### config.mk
export PLATFORM = sky130hd
export DESIGN_NAME = multi_mode_modulator_flat
export DESIGN_NICKNAME = d
export VERILOG_FILES = /design/src/rtl/multi_mode_modulator_if.sv /design/src/rtl/multi_mode_modulator.sv /design/src/flat_wrapper.sv
export SDC_FILE = /design/constraint.sdc
export NUM_CORES = 1
export LEC_CHECK = 0
export CAP_MARGIN = 20
export CORE_UTILIZATION = 58
export CTS_CLUSTER_DIAMETER = 40
export CTS_CLUSTER_SIZE = 25
export DETAILED_ROUTE_END_ITERATION = 6
export GPL_TIMING_DRIVEN = 0
export MAX_ROUTING_LAYER = met4
export PLACE_DENSITY = 0.85
export RECOVER_POWER = 25
export SKIP_LAST_GASP = 1
export SLEW_MARGIN = 20
export SYNTH_ARGS = -nofsm -noshare
export SYNTH_HDL_FRONTEND = slang
export SYNTH_SLANG_ARGS = --single-unit
### constraint.sdc
create_clock -name clk -period 6.1 [get_ports clk]
set_clock_uncertainty 0.05 [all_clocks]
set_input_delay 1.22 -clock clk [delete_from_list [all_inputs] [get_ports clk]]
set_output_delay 1.22 -clock clk [all_outputs]
set_load 0.1 [all_outputs]
### src/rtl/multi_mode_modulator_if.sv
// Host-side bundle of the modulator: message/config inputs and the busy/done/sample outputs.
// Handshake: send is sampled only while idle; busy marks an active frame; done pulses one cycle as the frame ends.
interface multi_mode_modulator_if #(
    parameter int MSG_W  = 8,
    parameter int DATA_W = 8,
    parameter int DIV_W  = 9,
    parameter int BAUD_W = 12
);
    logic              send;
    logic [1:0]        mode;
    logic [MSG_W-1:0]  message;
    logic [DIV_W-1:0]  div_hi;
    logic [DIV_W-1:0]  div_lo;
    logic [BAUD_W-1:0] baud_div;
    logic              busy;
    logic              done;
    logic              bit_out;
    logic [DATA_W-1:0] data_out;
    logic              dbg_state;

    modport master (
        output send, mode, message, div_hi, div_lo, baud_div,
        input  busy, done, bit_out, data_out, dbg_state
    );

    modport slave (
        input  send, mode, message, div_hi, div_lo, baud_div,
        output busy, done, bit_out, data_out, dbg_state
    );
endinterface

### src/rtl/multi_mode_modulator.sv
// ASK/FSK/BPSK serial modulator over a sawtooth carrier, with a send/busy/done handshake.
// Define MOD_PARITY_EN to append an even-parity bit after the message LSB.
module multi_mode_modulator #(
    parameter int MSG_W  = 8,
    parameter int DATA_W = 8,
    parameter int DIV_W  = 9,
    parameter int BAUD_W = 12
) (
    input logic                 clk,
    input logic                 rst,
    multi_mode_modulator_if.slave bus
);
`ifdef MOD_PARITY_EN
    localparam int N = MSG_W + 1;
`else
    localparam int N = MSG_W;
`endif
    localparam int CNT_W = (N > 1) ? $clog2(N) : 1;
    localparam logic [DATA_W-1:0] MID = {1'b1, {(DATA_W-1){1'b0}}};

    typedef enum logic {S_IDLE = 1'b0, S_SEND = 1'b1} state_t;

    state_t            r_state;
    state_t            w_state_nxt;
    logic              r_done;
    logic [1:0]        r_mode;
    logic [DIV_W-1:0]  r_div_hi;
    logic [DIV_W-1:0]  r_div_lo;
    logic [BAUD_W-1:0] r_baud_div;
    logic [N-1:0]      r_shift;
    logic [CNT_W-1:0]  r_bit_cnt;
    logic [BAUD_W-1:0] r_baud_cnt;
    logic [DIV_W-1:0]  r_car_cnt;
    logic [DATA_W-1:0] r_phase;

    logic [N-1:0]      w_frame;
    logic              w_cur_bit;
    logic [DIV_W-1:0]  w_div_act;
    logic              w_car_tick;
    logic              w_baud_wrap;
    logic              w_last_bit;
    logic              w_start;
    logic              w_frame_end;
    logic [DATA_W-1:0] w_data;

`ifdef MOD_PARITY_EN
    assign w_frame = {bus.message, ^bus.message};
`else
    assign w_frame = bus.message;
`endif

    assign w_cur_bit   = r_shift[N-1];
    // FSK space bits use div_lo; everything else runs on div_hi.
    assign w_div_act   = (r_mode == 2'b01 && !w_cur_bit) ? r_div_lo : r_div_hi;
    assign w_car_tick  = (r_car_cnt == w_div_act);
    assign w_baud_wrap = (r_baud_cnt == r_baud_div);
    assign w_last_bit  = (r_bit_cnt == CNT_W'(N - 1));

    always_ff @(posedge clk or negedge rst) begin
        if (!rst) r_state <= S_IDLE;
        else      r_state <= w_state_nxt;
    end

    always_comb begin
        w_state_nxt = r_state;
        w_start     = 1'b0;
        w_frame_end = 1'b0;
        case (r_state)
            S_IDLE: begin
                if (bus.send) begin
                    w_state_nxt = S_SEND;
                    w_start     = 1'b1;
                end
            end
            S_SEND: begin
                if (w_baud_wrap && w_last_bit) begin
                    w_state_nxt = S_IDLE;
                    w_frame_end = 1'b1;
                end
            end
            default: w_state_nxt = S_IDLE;
        endcase
    end

    always_ff @(posedge clk or negedge rst) begin
        if (!rst) begin
            r_done     <= 1'b0;
            r_mode     <= '0;
            r_div_hi   <= '0;
            r_div_lo   <= '0;
            r_baud_div <= '0;
            r_shift    <= '0;
            r_bit_cnt  <= '0;
            r_baud_cnt <= '0;
            r_car_cnt  <= '0;
            r_phase    <= '0;
        end else begin
            r_done <= w_frame_end;
            if (w_start) begin
                r_mode     <= bus.mode;
                r_div_hi   <= bus.div_hi;
                r_div_lo   <= bus.div_lo;
                r_baud_div <= bus.baud_div;
                r_shift    <= w_frame;
                r_bit_cnt  <= '0;
                r_baud_cnt <= '0;
                r_car_cnt  <= '0;
                r_phase    <= '0;
            end else if (r_state == S_SEND && !w_frame_end) begin
                // Phase runs on across bit boundaries; only the divider count restarts.
                if (w_car_tick) r_phase <= r_phase + 1'b1;
                if (w_baud_wrap) begin
                    r_baud_cnt <= '0;
                    r_car_cnt  <= '0;
                    r_shift    <= r_shift << 1;
                    r_bit_cnt  <= r_bit_cnt + 1'b1;
                end else begin
                    r_baud_cnt <= r_baud_cnt + 1'b1;
                    r_car_cnt  <= w_car_tick ? '0 : r_car_cnt + 1'b1;
                end
            end else begin
                r_bit_cnt  <= '0;
                r_baud_cnt <= '0;
                r_car_cnt  <= '0;
                r_phase    <= '0;
            end
        end
    end

    always_comb begin
        w_data = MID;
        if (r_state == S_SEND) begin
            case (r_mode)
                2'b00:   w_data = w_cur_bit ? r_phase : MID;
                2'b01:   w_data = r_phase;
                2'b10:   w_data = w_cur_bit ? r_phase : r_phase + MID;
                default: w_data = MID;
            endcase
        end
    end

    assign bus.busy      = (r_state == S_SEND);
    assign bus.done      = r_done;
    assign bus.bit_out   = (r_state == S_SEND) && w_cur_bit;
    assign bus.data_out  = w_data;
    assign bus.dbg_state = (r_state == S_SEND);
endmodule

### src/flat_wrapper.sv
// flat-port wrapper written by rule: the top's interface ports become plain ports
module multi_mode_modulator_flat 
#(
    parameter int MSG_W  = 8,
    parameter int DATA_W = 8,
    parameter int DIV_W  = 9,
    parameter int BAUD_W = 12
)
  (clk, rst, bus_send, bus_mode, bus_message, bus_div_hi, bus_div_lo, bus_baud_div, bus_busy, bus_done, bus_bit_out, bus_data_out, bus_dbg_state);
  multi_mode_modulator_if #(.MSG_W(MSG_W), .DATA_W(DATA_W), .DIV_W(DIV_W), .BAUD_W(BAUD_W)) bus_i ();
  input logic clk;
  input logic rst;
  input wire logic [$bits(bus_i.send)-1:0] bus_send;
  input wire logic [$bits(bus_i.mode)-1:0] bus_mode;
  input wire logic [$bits(bus_i.message)-1:0] bus_message;
  input wire logic [$bits(bus_i.div_hi)-1:0] bus_div_hi;
  input wire logic [$bits(bus_i.div_lo)-1:0] bus_div_lo;
  input wire logic [$bits(bus_i.baud_div)-1:0] bus_baud_div;
  output wire logic [$bits(bus_i.busy)-1:0] bus_busy;
  output wire logic [$bits(bus_i.done)-1:0] bus_done;
  output wire logic [$bits(bus_i.bit_out)-1:0] bus_bit_out;
  output wire logic [$bits(bus_i.data_out)-1:0] bus_data_out;
  output wire logic [$bits(bus_i.dbg_state)-1:0] bus_dbg_state;
  assign bus_i.send = bus_send;
  assign bus_i.mode = bus_mode;
  assign bus_i.message = bus_message;
  assign bus_i.div_hi = bus_div_hi;
  assign bus_i.div_lo = bus_div_lo;
  assign bus_i.baud_div = bus_baud_div;
  assign bus_busy = bus_i.busy;
  assign bus_done = bus_i.done;
  assign bus_bit_out = bus_i.bit_out;
  assign bus_data_out = bus_i.data_out;
  assign bus_dbg_state = bus_i.dbg_state;
  multi_mode_modulator #(.MSG_W(MSG_W), .DATA_W(DATA_W), .DIV_W(DIV_W), .BAUD_W(BAUD_W)) u_core (.clk(clk), .rst(rst), .bus(bus_i));
endmodule
-- Yosys cells after proc, flatten, opt, wreduce, memory -nomap -nowiden
Cells that the tools add are included.
W data, S select, Z words.
- add/sub/neg operators: 5
- equal/unequal tests: 7
- mux-type cells: 27
- bitwise logic cells: 1
- reduce and logical (&&, ||, !) cells: 10
- operators by type and width (cell ; number):
    $mux W8 ; 9
    $mux W9 ; 5
    $mux W12 ; 3
    $pmux W8 S3 ; 1
    $add A12 B1 Y12 const B ; 1
    $eq A12 B12 Y1 ; 1
    $add A9 B1 Y9 const B ; 1
    $eq A9 B9 Y1 ; 1
    $mux W3 ; 3
    $add A8 B1 Y8 const B ; 1
    $add A8 B8 Y8 const B ; 1
    $ne A3 B1 Y1 const B ; 2
    $mux W1 ; 5
    $logic_and A1 B1 Y1 ; 4
    $reduce_bool A2 Y1 ; 2
    $add A3 B1 Y3 const B ; 1
    $eq A3 B3 Y1 const B ; 1
    $eq A2 B1 Y1 const B ; 1
    $eq A2 B2 Y1 const B ; 1
    $logic_not A1 Y1 ; 2
    $logic_not A2 Y1 ; 1
    $pmux W1 S2 ; 1
    $reduce_and A2 Y1 ; 1
    $not A1 Y1 ; 1
- register bits: 74
- input bits: 43
- logic and storage cells: 61

-- Logic depth before layout (Yosys ltp)
Gate-level depths: netlist of run 1.
- depth after elaboration: 8
- depth in mapped cells: 9
- gate-level depth less buffers: 6

-- Worst setup path before layout of run 1
No wires, ideal clock.
- path kind: flip-flop to output port
- start: register u_core.r_state (netlist: u_core.bus.busy)
- end: output port bus_data_out[0]
- data arrival time: 2456 ps
- setup slack: 2374 ps
- cell stages (with the launch flop): 4
- buffers on the path: 0
- cell sequence: dfrtp_1 > inv_1 > a211oi_1 > and2_1
- cells in the longest elaborated chain, start to end: 1
- RTL lines (what ; line ; RTL):
    from (decl) ; multi_mode_modulator.sv:23 ; state_t r_state;
    from (signal assigned) ; multi_mode_modulator.sv:61 ; else r_state <= w_state_nxt;
    $mux W8 ; multi_mode_modulator.sv:132 ; if (r_state == S_SEND) begin
    to (decl) ; flat_wrapper.sv:22 ; output wire logic [$bits(bus_i.data_out)-1:0] bus_data_out;
No other way between the ends.

-- Final worst setup path of run 1
- start: register u_core.r_state (netlist: u_core.bus.busy)
- end: output port bus_data_out[5]
The elaborated chain is that of the path after synthesis.

==> impl_metrics.env, run 1 <==
export IMPL_outcome="finished with violations"
export IMPL_failed_checks="capacitance limit, slew limit"
export IMPL_maxCapViolCount=2
export IMPL_hold_ws_ns=0.427
export IMPL_drt_pass1_iterations=5
export IMPL_drive_above_1_share_pct=5.54
export IMPL_setup_viol=0
export IMPL_place_ws_ns=2.25
export IMPL_vias=2918
export IMPL_grt_pass1_wl_um=13500
export IMPL_post_route_period_util_pct=69.7
export IMPL_r2r_end="u_core.r_car_cnt[4]"
export IMPL_reg2reg_slack_ns=3.22
export IMPL_netlist_instances=381
export IMPL_holdPathStages=2
export IMPL_grtUsageMet1_pct=38.4
export IMPL_drc=0
export IMPL_num_rows=28
export IMPL_critical_path_cell_chain="inv_1, a211oi_1, and2_1, clkdlybuf4s50_1"
export IMPL_layout_common_cells="nand2_1, dfrtp_1, clkdlybuf4s50_1"
export IMPL_synth_seq_cells=74
export IMPL_nets=496
export IMPL_yosys_warnings=0
export IMPL_grt_busiest_layer="met2"
export IMPL_grt_pass1_vias=2930
export IMPL_dp_hpwl_um=5610
export IMPL_cts_resized=0
export IMPL_crit_path_max_fanout=8
export IMPL_grt_ovfl_total=0
export IMPL_seq_area_frac_synth_pct=51.5
export IMPL_rsz0062_at_grt="no"
export IMPL_postCtsHoldBufs=0
export IMPL_numCtsBuffers=9
export IMPL_synth_flop_cell="dfrtp_1"
export IMPL_async_flop_share_pct=100
export IMPL_fin_area_mm2=0.00447
export IMPL_p_leak_nw=2.14
export IMPL_synth_edf_count=0
export IMPL_met2_usage_pct=42.5
export IMPL_reg2reg_from="u_core.r_mode[0]"
export IMPL_critical_path_max_stage_delay_ns=1.13
export IMPL_fin_ws_ns=1.85
export IMPL_ir_worst_vdd_mv=0.341
export IMPL_reg2regPathDepth=9
export IMPL_cts_max_level=3
export IMPL_gp_congestion=0.820
export IMPL_crit_type="register to output port"
export IMPL_cts_tree="built"
export IMPL_fin_util_pct=75.0
export IMPL_io_pins=55
export IMPL_wire_per_inst_um=15.1
export IMPL_synth_nets=430
export IMPL_grt_max_degree=39
export IMPL_track_usage_pct=28.7
export IMPL_final_common_cell="nand2_1"
export IMPL_fin_setup_tns_ns=0
export IMPL_max_clock_freq_ghz=0.235
export IMPL_clockBufferDepth=2
export IMPL_syn_to_final_growth_pct=24.3
export IMPL_die_h_um=80.7
export IMPL_diodes=0
export IMPL_tightest_slew_ns=1.99
export IMPL_ant_nets=0
export IMPL_die_w_um=80.7
export IMPL_core_area_mm2=0.00596
export IMPL_portBuffers=54
export IMPL_post_cts_buffers=0
export IMPL_start_util_pct=60.4
export IMPL_cp_slowest_cell="clkdlybuf4s50_1"
export IMPL_vias_per_cell=5.55
export IMPL_crit_path_end_kind="output port"
export IMPL_slew_headroom_pct=-32.4
export IMPL_required_ns=4.83
export IMPL_die_area_mm2=0.00652
export IMPL_path_clk_slew_ns=0.07
export IMPL_fillers=439
export IMPL_hold_viol_final=0
export IMPL_arrival_ns=2.98
export IMPL_place_area_mm2=0.00425
export IMPL_hold_start="u_core.r_div_hi[0]"
export IMPL_routed_wl_um=7940
export IMPL_cts_root_buf="clkbuf_8"
export IMPL_grt_use_met3_pct=4.20
export IMPL_drtIter0Drc=262
export IMPL_crit_path_start_kind="register"
export IMPL_synth_avg_cell_area_um2=9.43
export IMPL_synthDistinctLibCells=40
export IMPL_hold_path_class="register to register"
export IMPL_pwr_density_cell_mw_per_mm2=355
export IMPL_drv_slew=77
export IMPL_period_minus_slack_ns=4.25
export IMPL_cts_sinks=74
export IMPL_hold_end="u_core.r_div_hi[0]"
export IMPL_worstSkewPairLatency_ns=0.35
export IMPL_syn_area_mm2=0.00359
export IMPL_antenna_found_initial=0
## power breakdown
part | leakage (nW) | switching, mW | internal (mW) | total (mW)
clock network | 0.118 | 0.181 | 0.280 | 0.461
logic | 1.08 | 0.256 | 0.187 | 0.443
registers | 0.942 | 0.0968 | 0.586 | 0.683
## kinds of logic (layout without fill, tap and decap cells)
logic type	Yosys count	count (layout)	synth area share [%]
AO/OA/AOI/OAI	46	46	9.02
adder cells (fa/ha/maj)	6	6	2.09
flip-flops	74	74	51.5
AND/OR/NAND/NOR	176	176	21.7
multiplexers	11	11	3.10
XOR/XNOR	37	37	9.01
buffers and inverters	31	101	3.62
## synthesized netlist by cell type, types with 2 or more instances
master | number | area [um2]
nand2_1 | 103 | 387
dfrtp_1 | 74 | 1850
xor2_1 | 30 | 263
nor2_1 | 24 | 90.1
inv_1 | 14 | 52.6
clkbuf_1 | 13 | 48.8
nand3_1 | 12 | 60.1
and2_1 | 10 | 62.6
mux2i_1 | 10 | 100
a21oi_1 | 8 | 40.0
o21ai_0 | 8 | 40.0
or4_1 | 7 | 52.6
xnor2_1 | 7 | 61.3
a22o_1 | 6 | 52.6
ha_1 | 6 | 75.1
o31ai_1 | 6 | 45.0
and3_1 | 5 | 31.3
a21o_1 | 4 | 30.0
nor3_1 | 4 | 20.0
nand4_1 | 3 | 18.8
nor4_1 | 3 | 18.8
a31oi_1 | 2 | 12.5
buf_2 | 2 | 10.0
o21ai_1 | 2 | 10.0
o22ai_1 | 2 | 12.5
or2_2 | 2 | 12.5
## per-layer routing
layer,wire [um],vias up,part of all wire (%)
met5,0,-,0
met4,212,0,2.7
met3,342,20,4.3
met2,3710,87,47
met1,3670,1409,46
li1,-,1402,-
## critical path: cells and delay by family, from the launching register on
kind                   cells  cell delay (ns)
AO/OA/AOI/OAI              1             0.65
buffers and inverters      2             1.28
flip-flops                 1             0.48
AND/OR/NAND/NOR            1             0.23
## final cells by class
type | count | area [um2] | area share [%]
inverter | 14 | 52.6 | 1.18
sequential | 74 | 1850 | 41.5
tap | 75 | 93.8 | 2.10
clock inverter | 5 | 103 | 2.30
multi-input combinational | 276 | 1610 | 36.1
buffer | 17 | 77.6 | 1.74
timing repair buffer | 55 | 538 | 12.0
clock buffer | 10 | 138 | 3.08
## flip-flops by register name, indices dropped and copies added, names as in the netlist, 3 cells and up
register and flops:
u_core.r_baud_div 12, u_core.r_div_lo 9, u_core.r_car_cnt 9, u_core.r_baud_cnt 12, u_core.r_div_hi 9, u_core.r_bit_cnt 3, u_core.r_shift 8, u_core.r_phase 8
## per-stage QoR
| step | std cells | power (mW) |
|---|---|---|
| final | 526 | 1.59 |
| after detailed placement | 511 | 1.13 |
| after global placement | 510 | 1.10 |
| after CTS | 526 | 1.59 |
| after floorplan | 381 | 0.994 |
| after global routing | 526 | 1.68 |
## worst max-delay path by stage
| stage | start | to | slack (ns) | cells after the start |
|---|---|---|---|---|
| final | u_core.bus.busy | bus_data_out[5] | 1.85 | 4 |
| after global routing | rst | u_core.r_shift[1] | 1.25 | 2 |
| after CTS | u_core.bus.busy | bus_data_out[5] | 1.83 | 4 |
| after detailed placement | u_core.bus.busy | bus_data_out[5] | 2.25 | 4 |
| after global placement | rst | u_core.r_baud_div[2] | 1.26 | 1 |
| after floorplan | u_core.bus.busy | bus_data_out[0] | 2.37 | 3 |
Power figures use the tool's default switching activity.
==> run 2: changes to the inputs <==
- CORE_UTILIZATION: 58 -> 49
- PLACE_DENSITY: 0.85 -> 0.76
- clock period: 6.1 -> 3.9 ns (I/O delays scaled with it)
==> impl_metrics.env, run 2 (synthesis gave the netlist of run 1 again) <==
export IMPL_p_leak_nw=2.26
export IMPL_crit_path_max_fanout=8
export IMPL_path_delay_family="buffers and inverters"
export IMPL_place_ws_ns=0.417
export IMPL_seq_area_mm2=0.00185
export IMPL_nets=496
export IMPL_portBuffers=54
export IMPL_cts_sinks=74
export IMPL_path_clk_slew_ns=0.08
export IMPL_vias_per_cell=5.23
export IMPL_fin_ws_ns=0.475
export IMPL_required_ns=3.07
export IMPL_hold_viol_final=0
export IMPL_grt_pass1_wl_um=13100
export IMPL_maxCapViolCount=0
export IMPL_worstSkewPairLatency_ns=0.35
export IMPL_vias=2866
export IMPL_dp_cells=532
export IMPL_num_rows=30
export IMPL_critical_path_max_stage_delay_ns=0.75
export IMPL_period_minus_slack_ns=3.43
export IMPL_crit_path_end_kind="output port"
export IMPL_outcome="finished, final reports clean"
export IMPL_io_pins=55
export IMPL_rsz0062_at_grt="no"
export IMPL_met2_usage_pct=34.7
export IMPL_final_common_cell="nand2_1"
export IMPL_crit_path_start_kind="register"
export IMPL_post_route_period_util_pct=87.8
export IMPL_track_usage_pct=23.3
export IMPL_post_cts_buffers=0
export IMPL_ir_worst_vdd_mv=0.280
export IMPL_antenna_found_initial=0
export IMPL_fin_util_pct=64.6
export IMPL_cts_max_level=3
export IMPL_grt_pass1_vias=2754
export IMPL_drt_pass1_iterations=4
export IMPL_grt_max_degree=50
export IMPL_die_h_um=87.7
export IMPL_drtIter0Drc=196
export IMPL_layout_common_cells="nand2_1, dfrtp_1, clkdlybuf4s50_1"
export IMPL_gp_congestion=0.926
export IMPL_die_w_um=87.7
export IMPL_grt_busiest_layer="met2"
export IMPL_grt_use_met3_pct=5.37
export IMPL_cts_tree="built"
export IMPL_hold_path_class="register to register"
export IMPL_drc=0
export IMPL_final_cells=548
export IMPL_fillers=583
export IMPL_cts_root_buf="clkbuf_8"
export IMPL_crit_type="register to output port"
export IMPL_wire_per_inst_um=14.1
export IMPL_numCtsBuffers=9
export IMPL_drive_above_1_share_pct=5.97
export IMPL_fin_setup_tns_ns=0
export IMPL_tightest_slew_ns=1.36
export IMPL_pwr_density_cell_mw_per_mm2=534
export IMPL_die_area_mm2=0.00768
export IMPL_drv_slew=0
export IMPL_start_util_pct=51.8
export IMPL_core_area_mm2=0.00694
export IMPL_reg_top3="u_core.r_baud_cnt: 12 flops, u_core.r_baud_div: 12 flops"
export IMPL_grt_ovfl_total=0
export IMPL_dp_hpwl_um=5540
export IMPL_diodes=0
export IMPL_max_clock_freq_ghz=0.292
export IMPL_multi_input_area_mm2=0.00161
export IMPL_slew_headroom_pct=9.11
export IMPL_ant_nets=0
export IMPL_syn_to_final_growth_pct=24.9
export IMPL_clockBufferDepth=2
export IMPL_cp_slowest_cell="dlymetal6s2s_1"
export IMPL_worst_path_buf_inv=2
export IMPL_routed_wl_um=7740
export IMPL_setup_viol=0
export IMPL_grtUsageMet1_pct=32.1
export IMPL_critical_path_cell_chain="inv_1, a211oi_1, and2_1, dlymetal6s2s_1"
export IMPL_arrival_ns=2.60
-- run 2: cell types whose count changed in the layout (fill, tap and decap cells not counted), sizes merged --
cell,before,now
bufinv,3,2
dlymetal6s2s,0,7
clkdlybuf4s50,53,46
clkinv,1,3
clkbuf,25,24
clkinvlp,1,2
-- run 2: report_power, final --
group          switching [mW]  leakage, nW  internal (mW)
logic                   0.393         1.21          0.290
clock network           0.292        0.105          0.359
registers               0.149        0.942          0.916
-- run 2: area by class of cell --
cell class	count	share of cell area, %
clock buffer	9	2.76
timing repair buffer	55	12.4
multi-input combinational	276	35.9
tap	96	2.68
buffer	17	1.73
clock inverter	7	2.09
inverter	14	1.17
sequential	74	41.2
-- run 2: path summary, 6_finish.rpt --
check,startpoint,cells after the start,end,slack (ns)
max,u_core.bus.busy,4,bus_data_out[1],0.47
min,u_core.r_div_lo[0],2,u_core.r_div_lo[0],0.43
max reg2reg,u_core.r_car_cnt[6],9,u_core.r_car_cnt[4],0.96
min reg2reg,u_core.r_div_lo[0],2,u_core.r_div_lo[0],0.43
max in group asynchronous,rst,2,u_core.r_shift[0],1.26
min in group asynchronous,rst,1,u_core.r_phase[5],0.67
-- run 2: repair_timing --
| action | in CTS | in global routing |
|---|---|---|
| gates resized for setup | 0 | 7 |
| endpoints found under the setup margin | 0 | 7 |
| hold buffers | 0 | 0 |
-- run 2: layer usage --
| layer | wire (um) | vias up | part of all wire (%) |
|---|---|---|---|
| li1 | - | 1398 | - |
| met1 | 3700 | 1389 | 48 |
| met2 | 3590 | 69 | 46 |
| met3 | 339 | 10 | 4.4 |
| met4 | 114 | 0 | 1.5 |
| met5 | 0 | - | 0 |
-- run 2: metrics by stage --
step / cell area [um2] / hold slack (ns) / power, mW
after CTS: 4500 / 0.283 / 2.42
after floorplan: 3590 / 0.395 / 1.55
after global placement: 4260 / 0.407 / 1.73
final: 4490 / 0.428 / 2.40
after detailed placement: 4280 / 0.412 / 1.77
after global routing: 4490 / 0.435 / 2.55
-- run 2: worst reg2reg max path, stage by stage (launching register included) --
cell and delay [ns]:
dfrtp_1 0.37, buf_2 0.16, xor2_1 0.17, a2111oi_0 0.46
a31oi_1 0.12, or4_1 0.55, buf_2 0.18, clkbuf_1 0.23
o21ai_2 0.43, nor2_1 0.11
